File: config.mk
export PLATFORM = sky130hd
export DESIGN_NAME = cpu_mul_pipe
export DESIGN_NICKNAME = d
export VERILOG_FILES = /design/src/rtl/cpu_pkg.sv /design/src/rtl/cpu_pipe_reg.sv /design/src/rtl/cpu_mul_pipe.sv
export SDC_FILE = /design/constraint.sdc
export NUM_CORES = 2
export LEC_CHECK = 0
export CAP_MARGIN = 20
export CORE_UTILIZATION = 40
export CTS_CLUSTER_SIZE = 20
export DETAILED_ROUTE_END_ITERATION = 10
export PLACE_DENSITY = 0.56
export SLEW_MARGIN = 20
export SYNTH_ARGS = -nofsm -noshare
export SYNTH_HDL_FRONTEND = slang
export SYNTH_SLANG_ARGS = --single-unit
export TNS_END_PERCENT = 10
File: constraint.sdc
create_clock -name clock -period 7.18 [get_ports clock]
set_input_delay 1.436 -clock clock [delete_from_list [all_inputs] [get_ports clock]]
set_output_delay 1.436 -clock clock [all_outputs]
set_load 0.005 [all_outputs]
File: src/rtl/cpu_pkg.sv
// Shared CPU types: multiply modes, pipe depth limit and mode decode helpers.
package cpu_pkg;

    typedef enum logic [1:0] {
        MUL_LO  = 2'b00,  // MUL: low half
        MUL_HSS = 2'b01,  // MULH: signed x signed, high half
        MUL_HUU = 2'b10,  // MULHU: unsigned x unsigned, high half
        MUL_HSU = 2'b11   // MULHSU: signed x unsigned, high half
    } mul_mode_t;

    localparam int unsigned MUL_MAX_STAGES = 8;

    // Operand A is treated as signed for MULH and MULHSU.
    function automatic logic mul_a_signed(mul_mode_t mode);
        return (mode == MUL_HSS) || (mode == MUL_HSU);
    endfunction

    // Operand B is treated as signed for MULH only.
    function automatic logic mul_b_signed(mul_mode_t mode);
        return mode == MUL_HSS;
    endfunction

    // Every mode except MUL returns the upper half of the product.
    function automatic logic mul_pick_high(mul_mode_t mode);
        return mode != MUL_LO;
    endfunction

endpackage

File: src/rtl/cpu_pipe_reg.sv
// One pipeline slot: valid bit plus payload, held by stall, cleared by reset.
module cpu_pipe_reg #(
    parameter int unsigned W = 1
) (
    input  logic         clock,
    input  logic         reset,
    input  logic         stall,
    input  logic         d_valid,
    input  logic [W-1:0] d_data,
    output logic         q_valid,
    output logic [W-1:0] q_data
);

    // Advance when not stalled; payload only loads for valid entries to cut toggling.
    always_ff @(posedge clock) begin
        if (reset) begin
            q_valid <= 1'b0;
            q_data  <= '0;
        end else if (!stall) begin
            q_valid <= d_valid;
            if (d_valid) begin
                q_data <= d_data;
            end
        end
    end

endmodule

File: src/rtl/cpu_mul_pipe.sv
// Pipelined multiplier for the execute stage with in-flight destination hazard tracking.
module cpu_mul_pipe
    import cpu_pkg::*;
#(
    parameter int unsigned WIDTH     = 32,
    parameter int unsigned STAGES    = 3,
    parameter int unsigned TAG_WIDTH = 5
) (
    input  logic                 clock,
    input  logic                 reset,
    input  logic                 stall,
    input  logic                 p4_jump_taken,
    input  logic                 p3_start,
    input  mul_mode_t            p3_mode,
    input  logic [WIDTH-1:0]     p3_data_a,
    input  logic [WIDTH-1:0]     p3_data_b,
    input  logic [TAG_WIDTH-1:0] p3_dest,
    input  logic [TAG_WIDTH-1:0] p2_query_a,
    input  logic [TAG_WIDTH-1:0] p2_query_b,
    output logic                 p2_hazard,
    output logic                 busy,
    output logic                 mul_valid,
    output logic [WIDTH-1:0]     mul_result,
    output logic [TAG_WIDTH-1:0] mul_dest
);

    localparam int unsigned EXT_W  = WIDTH + 1;
    localparam int unsigned PROD_W = 2 * EXT_W;
    localparam int unsigned RES_W  = TAG_WIDTH + WIDTH;
    localparam int unsigned OP_W   = 2 + TAG_WIDTH + 2 * EXT_W;

    // Stage 0 payload when the multiply happens after the first register.
    typedef struct packed {
        mul_mode_t            mode;
        logic [TAG_WIDTH-1:0] dest;
        logic [EXT_W-1:0]     a;
        logic [EXT_W-1:0]     b;
    } mul_op_t;

    // Payload of every stage that already holds the selected result.
    typedef struct packed {
        logic [TAG_WIDTH-1:0] dest;
        logic [WIDTH-1:0]     result;
    } mul_res_t;

    if (STAGES == 0 || STAGES > MUL_MAX_STAGES) begin : g_bad_stages
        $error("cpu_mul_pipe: STAGES must be in 1..%0d", MUL_MAX_STAGES);
    end

    // Widen an operand by one bit, replicating the sign only for signed use.
    function automatic logic [EXT_W-1:0] mul_extend(logic [WIDTH-1:0] v, logic sgn);
        return {sgn & v[WIDTH-1], v};
    endfunction

    // One signed (WIDTH+1)-bit multiply covers all four modes; pick the wanted half.
    function automatic logic [WIDTH-1:0] mul_compute(mul_mode_t mode,
                                                     logic [EXT_W-1:0] a,
                                                     logic [EXT_W-1:0] b);
        logic signed [PROD_W-1:0] prod;
        prod = $signed(a) * $signed(b);
        return WIDTH'(prod >> (mul_pick_high(mode) ? WIDTH : 0));
    endfunction

    logic                               issue;
    logic [STAGES-1:0]                  stg_valid;
    logic [STAGES-1:0][TAG_WIDTH-1:0]   stg_dest;
    logic [STAGES-1:0][WIDTH-1:0]       stg_result;
    logic [STAGES-1:0]                  stg_hit;

    // Stalled or nullified ops are dropped at the door.
    assign issue = p3_start & ~stall & ~p4_jump_taken;

    for (genvar k = 0; k < STAGES; k++) begin : g_stage
        if (k == 0) begin : g_head
            if (STAGES == 1) begin : g_comb_mul
                // Single-stage pipe: multiply straight from the inputs into the only register.
                mul_res_t d;
                mul_res_t q;
                assign d.dest   = p3_dest;
                assign d.result = mul_compute(p3_mode,
                                              mul_extend(p3_data_a, mul_a_signed(p3_mode)),
                                              mul_extend(p3_data_b, mul_b_signed(p3_mode)));
                cpu_pipe_reg #(.W(RES_W)) u_reg (
                    .clock   (clock),
                    .reset   (reset),
                    .stall   (stall),
                    .d_valid (issue),
                    .d_data  (d),
                    .q_valid (stg_valid[0]),
                    .q_data  (q)
                );
                assign stg_dest[0]   = q.dest;
                assign stg_result[0] = q.result;
            end else begin : g_operands
                // Capture extended operands; the multiply sits between stage 0 and stage 1.
                mul_op_t d;
                mul_op_t q;
                assign d.mode = p3_mode;
                assign d.dest = p3_dest;
                assign d.a    = mul_extend(p3_data_a, mul_a_signed(p3_mode));
                assign d.b    = mul_extend(p3_data_b, mul_b_signed(p3_mode));
                cpu_pipe_reg #(.W(OP_W)) u_reg (
                    .clock   (clock),
                    .reset   (reset),
                    .stall   (stall),
                    .d_valid (issue),
                    .d_data  (d),
                    .q_valid (stg_valid[0]),
                    .q_data  (q)
                );
                assign stg_dest[0]   = q.dest;
                assign stg_result[0] = mul_compute(q.mode, q.a, q.b);
            end
        end else begin : g_delay
            // Stage 1 registers the product; later stages are retiming delay.
            mul_res_t d;
            mul_res_t q;
            assign d.dest   = stg_dest[k-1];
            assign d.result = stg_result[k-1];
            cpu_pipe_reg #(.W(RES_W)) u_reg (
                .clock   (clock),
                .reset   (reset),
                .stall   (stall),
                .d_valid (stg_valid[k-1]),
                .d_data  (d),
                .q_valid (stg_valid[k]),
                .q_data  (q)
            );
            assign stg_dest[k]   = q.dest;
            assign stg_result[k] = q.result;
        end
    end

    // Per-stage RAW match; register 0 is never a real dependency.
    for (genvar k = 0; k < STAGES; k++) begin : g_hazard
        assign stg_hit[k] = stg_valid[k] & (stg_dest[k] != '0) &
                            ((stg_dest[k] == p2_query_a) | (stg_dest[k] == p2_query_b));
    end

    assign p2_hazard  = |stg_hit;
    assign busy       = |stg_valid;
    assign mul_valid  = stg_valid[STAGES-1];
    assign mul_result = stg_result[STAGES-1];
    assign mul_dest   = stg_dest[STAGES-1];

endmodule

==> impl_metrics.env <==
export IMPL_hold_class="reg2reg"
export IMPL_p_leak_nw=26.4
export IMPL_clk_pin_slew_ns=0.08
export IMPL_vias_per_cell=4.94
export IMPL_worstSkewPairLatency_ns=0.52
export IMPL_synthCells=4920
export IMPL_clock_skew_ns=0.0358
export IMPL_layout_common_cells="1100 x fa_1, 1054 x inv_1, 811 x nand2_1"
export IMPL_netlist_area_um2=44300
export IMPL_ys_ff_latch=150
export IMPL_fin_crit_sh_pct=106
export IMPL_clock_sinks=150
export IMPL_rsz0062_at_grt="true"
export IMPL_syn_to_final_growth_pct=20.1
export IMPL_outcome="finished, violations left"
export IMPL_fmax_mhz=132
export IMPL_synth_main_ff_cell="dfxtp_1"
export IMPL_die_h_um=335
export IMPL_path_class="reg2reg"
export IMPL_maxCapViolations=0
export IMPL_end_kind="flop"
export IMPL_finalWirelength_mm=134
export IMPL_core_area_um2=109000
export IMPL_layout_commonest_cell="fa_1"
export IMPL_relSlewSlack_pct=26.2
export IMPL_cp_arrival_ns=7.93
export IMPL_syn_avg_cell_area_um2=9.00
export IMPL_grt_overflow=0
export IMPL_dieArea_um2=112000
export IMPL_antenna_found_initial=5
export IMPL_grt_start_max_net_pins=64
export IMPL_crit_fanout=13
export IMPL_grtUsageTotal_pct=24.9
export IMPL_worst_path_most_repeated_cell="fa_1"
export IMPL_total_power_w=0.00281
export IMPL_cp_slowest_cell="fa_2"
export IMPL_routedWlPerCell_um=19.6
export IMPL_cts_root_buf="clkbuf_16"
export IMPL_vias=33800
export IMPL_port_buffers=125
export IMPL_path_delay_family="adder cells"
export IMPL_drc_errors=0
export IMPL_pin_count=126
export IMPL_drtIter0Drc=2019
export IMPL_power_density_nw_per_um2=52.8
export IMPL_hold_viol=0
export IMPL_fin_ws_ns=-0.403
export IMPL_ys_seq_area_share_pct=6.78
export IMPL_instances_no_fill=6844
export IMPL_die_w_um=335
export IMPL_syn_nets=6343
export IMPL_ant_nets=0
export IMPL_placed_cells=6775
export IMPL_first_global_vias=37000
export IMPL_post_dp_cell_area_um2=51500
export IMPL_violations="negative setup slack"
export IMPL_critPathRequiredTime_ns=7.53
export IMPL_final_cell_area_um2=53200
export IMPL_postSynth_asyncResetShare_pct=0
export IMPL_synth_warnings=0
export IMPL_vdd_ir_drop_max_mv=0.155
export IMPL_period_needed_ns=7.58
export IMPL_critPathBufInv=8
export IMPL_slowest_delay_ns=0.62
export IMPL_clock_path_buffers=2
export IMPL_dr_pass1_iters=5
export IMPL_setup_viol=29
export IMPL_row_count=121
export IMPL_drive_above_1_share_pct=14.5
export IMPL_worst_pin_slew_ns=1.10
export IMPL_place_congestion=0.906
export IMPL_grt_pass1_wl_mm=214
export IMPL_cts_hold_buffers=0
export IMPL_cp_start_kind="flop"
export IMPL_numCtsBuffers=17
export IMPL_cts_tree="done"
export IMPL_drv_slew=0
export IMPL_place_detailed_hpwl_mm=113
export IMPL_synthDistinctLibCells=69
export IMPL_synth_edf_count=0
export IMPL_fin_nets=6775
export IMPL_start_util_pct=40.5
export IMPL_htreeDepth=4
export IMPL_utilization_pct=48.7
[worst reg2reg max path, stage by stage, from the launching register on]
cell,delay (ns)
dfxtp_4,0.37
buf_12,0.15
and2_1,0.20
fa_1,0.49
fa_1,0.54
inv_1,0.06
fa_1,0.53
inv_1,0.05
fa_1,0.48
fa_2,0.62
fa_1,0.42
fa_1,0.50
inv_1,0.05
fa_1,0.52
inv_1,0.06
ha_1,0.30
a21o_1,0.23
buf_4,0.14
buf_4,0.12
a31o_2,0.24
a211oi_4,0.25
o211ai_1,0.17
o21ai_1,0.23
buf_4,0.19
o21ai_2,0.07
a21oi_1,0.17
mux2i_1,0.22
a211oi_1,0.09
[cells by family after synthesis]
| kind of cell | share of synthesized area (%) |
|---|---|
| compound gates | 5.67 |
| xor+xnor | 2.00 |
| fa+ha+maj | 56.8 |
| buf+inv | 11.6 |
| flops | 6.78 |
| mux | 0.0452 |
| simple gates | 17.1 |
[synth_stat cells (4+ instances only)]
master    number  area [um2]
nand2_1      816        3060
xor2_1        43         377
a22oi_1        6        45.0
nor3_1        32         160
fa_1        1125       22500
buf_1          6        22.5
a31o_2         4        35.0
o211ai_1       7        52.6
or3_1          4        25.0
nand4_1       13        81.3
a211oi_1      26         195
o21a_1         8        60.1
o21bai_1      11        82.6
a221oi_1       6        52.6
a21o_1        31         233
nor4_1         9        56.3
and3_1        11        68.8
nor2_1        57         214
a31oi_1       11        68.8
a21oi_1      203        1020
o22ai_1        9        56.3
nand2b_1      12        75.1
xnor2_1       58         508
o221ai_1       6        52.6
clkbuf_1     281        1050
inv_1       1067        4010
o21ai_0       45         225
nand3_1       23         115
ha_1         212        2650
and2_1       533        3330
nor2b_1       33         206
dfxtp_1      150        3000
[registers in the layout, indices dropped and copies added, names as in the netlist]
register                                 cells
g_stage.g_delay.u_reg.q_data                74
g_stage.g_delay.u_reg.q_valid                2
g_stage.g_head.g_operands.u_reg.q_valid      1
g_stage.g_head.g_operands.u_reg.q_data      73
[stage by stage]
step	hold slack (ns)	worst slack (ns)	setup TNS, ns
after global placement	0.447	-0.666	-12.36
after floorplan	0.432	-0.00451	-0.0185
after global routing	0.477	-0.645	-14.84
after CTS	0.460	-0.376	-7.03
after detailed placement	0.449	-0.675	-13.15
final	0.460	-0.403	-6.42
[layout make-up]
type / instances / area, um2
fillers: 10500 / 56100
multi-input cells: 3410 / 36800
repair buffers: 706 / 6840
inverters: 1067 / 4010
flip-flops and latches: 150 / 3060
well taps: 1476 / 1850
clock buffers: 17 / 425
clock inverters: 15 / 206
diodes: 3 / 7.51
[power by group]
part | switching [W] | internal (W)
Combinational | 0.000513 | 0.000380
Sequential | 0.0000230 | 0.000848
Clock | 0.000510 | 0.000534
Total | 0.00105 | 0.00176
[worst paths after layout]
path                                                 start                                   to  slack, ns  cells past startpoint
max          g_stage[0].g_head.g_operands.u_reg.q_data[10]  g_stage[1].g_delay.u_reg.q_data[25]      -0.40                     27
min                     g_stage[1].g_delay.u_reg.q_data[2]   g_stage[2].g_delay.u_reg.q_data[2]       0.46                      2
max reg2reg  g_stage[0].g_head.g_operands.u_reg.q_data[10]  g_stage[1].g_delay.u_reg.q_data[25]      -0.40                     27
min reg2reg             g_stage[1].g_delay.u_reg.q_data[2]   g_stage[2].g_delay.u_reg.q_data[2]       0.46                      2
[per-layer routing]
metal | global-route usage, % | wire [um]
met1 | 33.5 | 57900
met2 | 43.7 | 67800
met3 | 2.40 | 6220
met4 | 4.66 | 2210
met5 | 0 | 23
[repair_timing]
item | in CTS | in global routing
pin swaps | 50 | 20
setup buffers | 26 | 3
gates cloned | 3 | 2
endpoints found under the setup margin | 32 | 32
resized for setup | 121 | 46
Power figures use the tool's default switching activity.
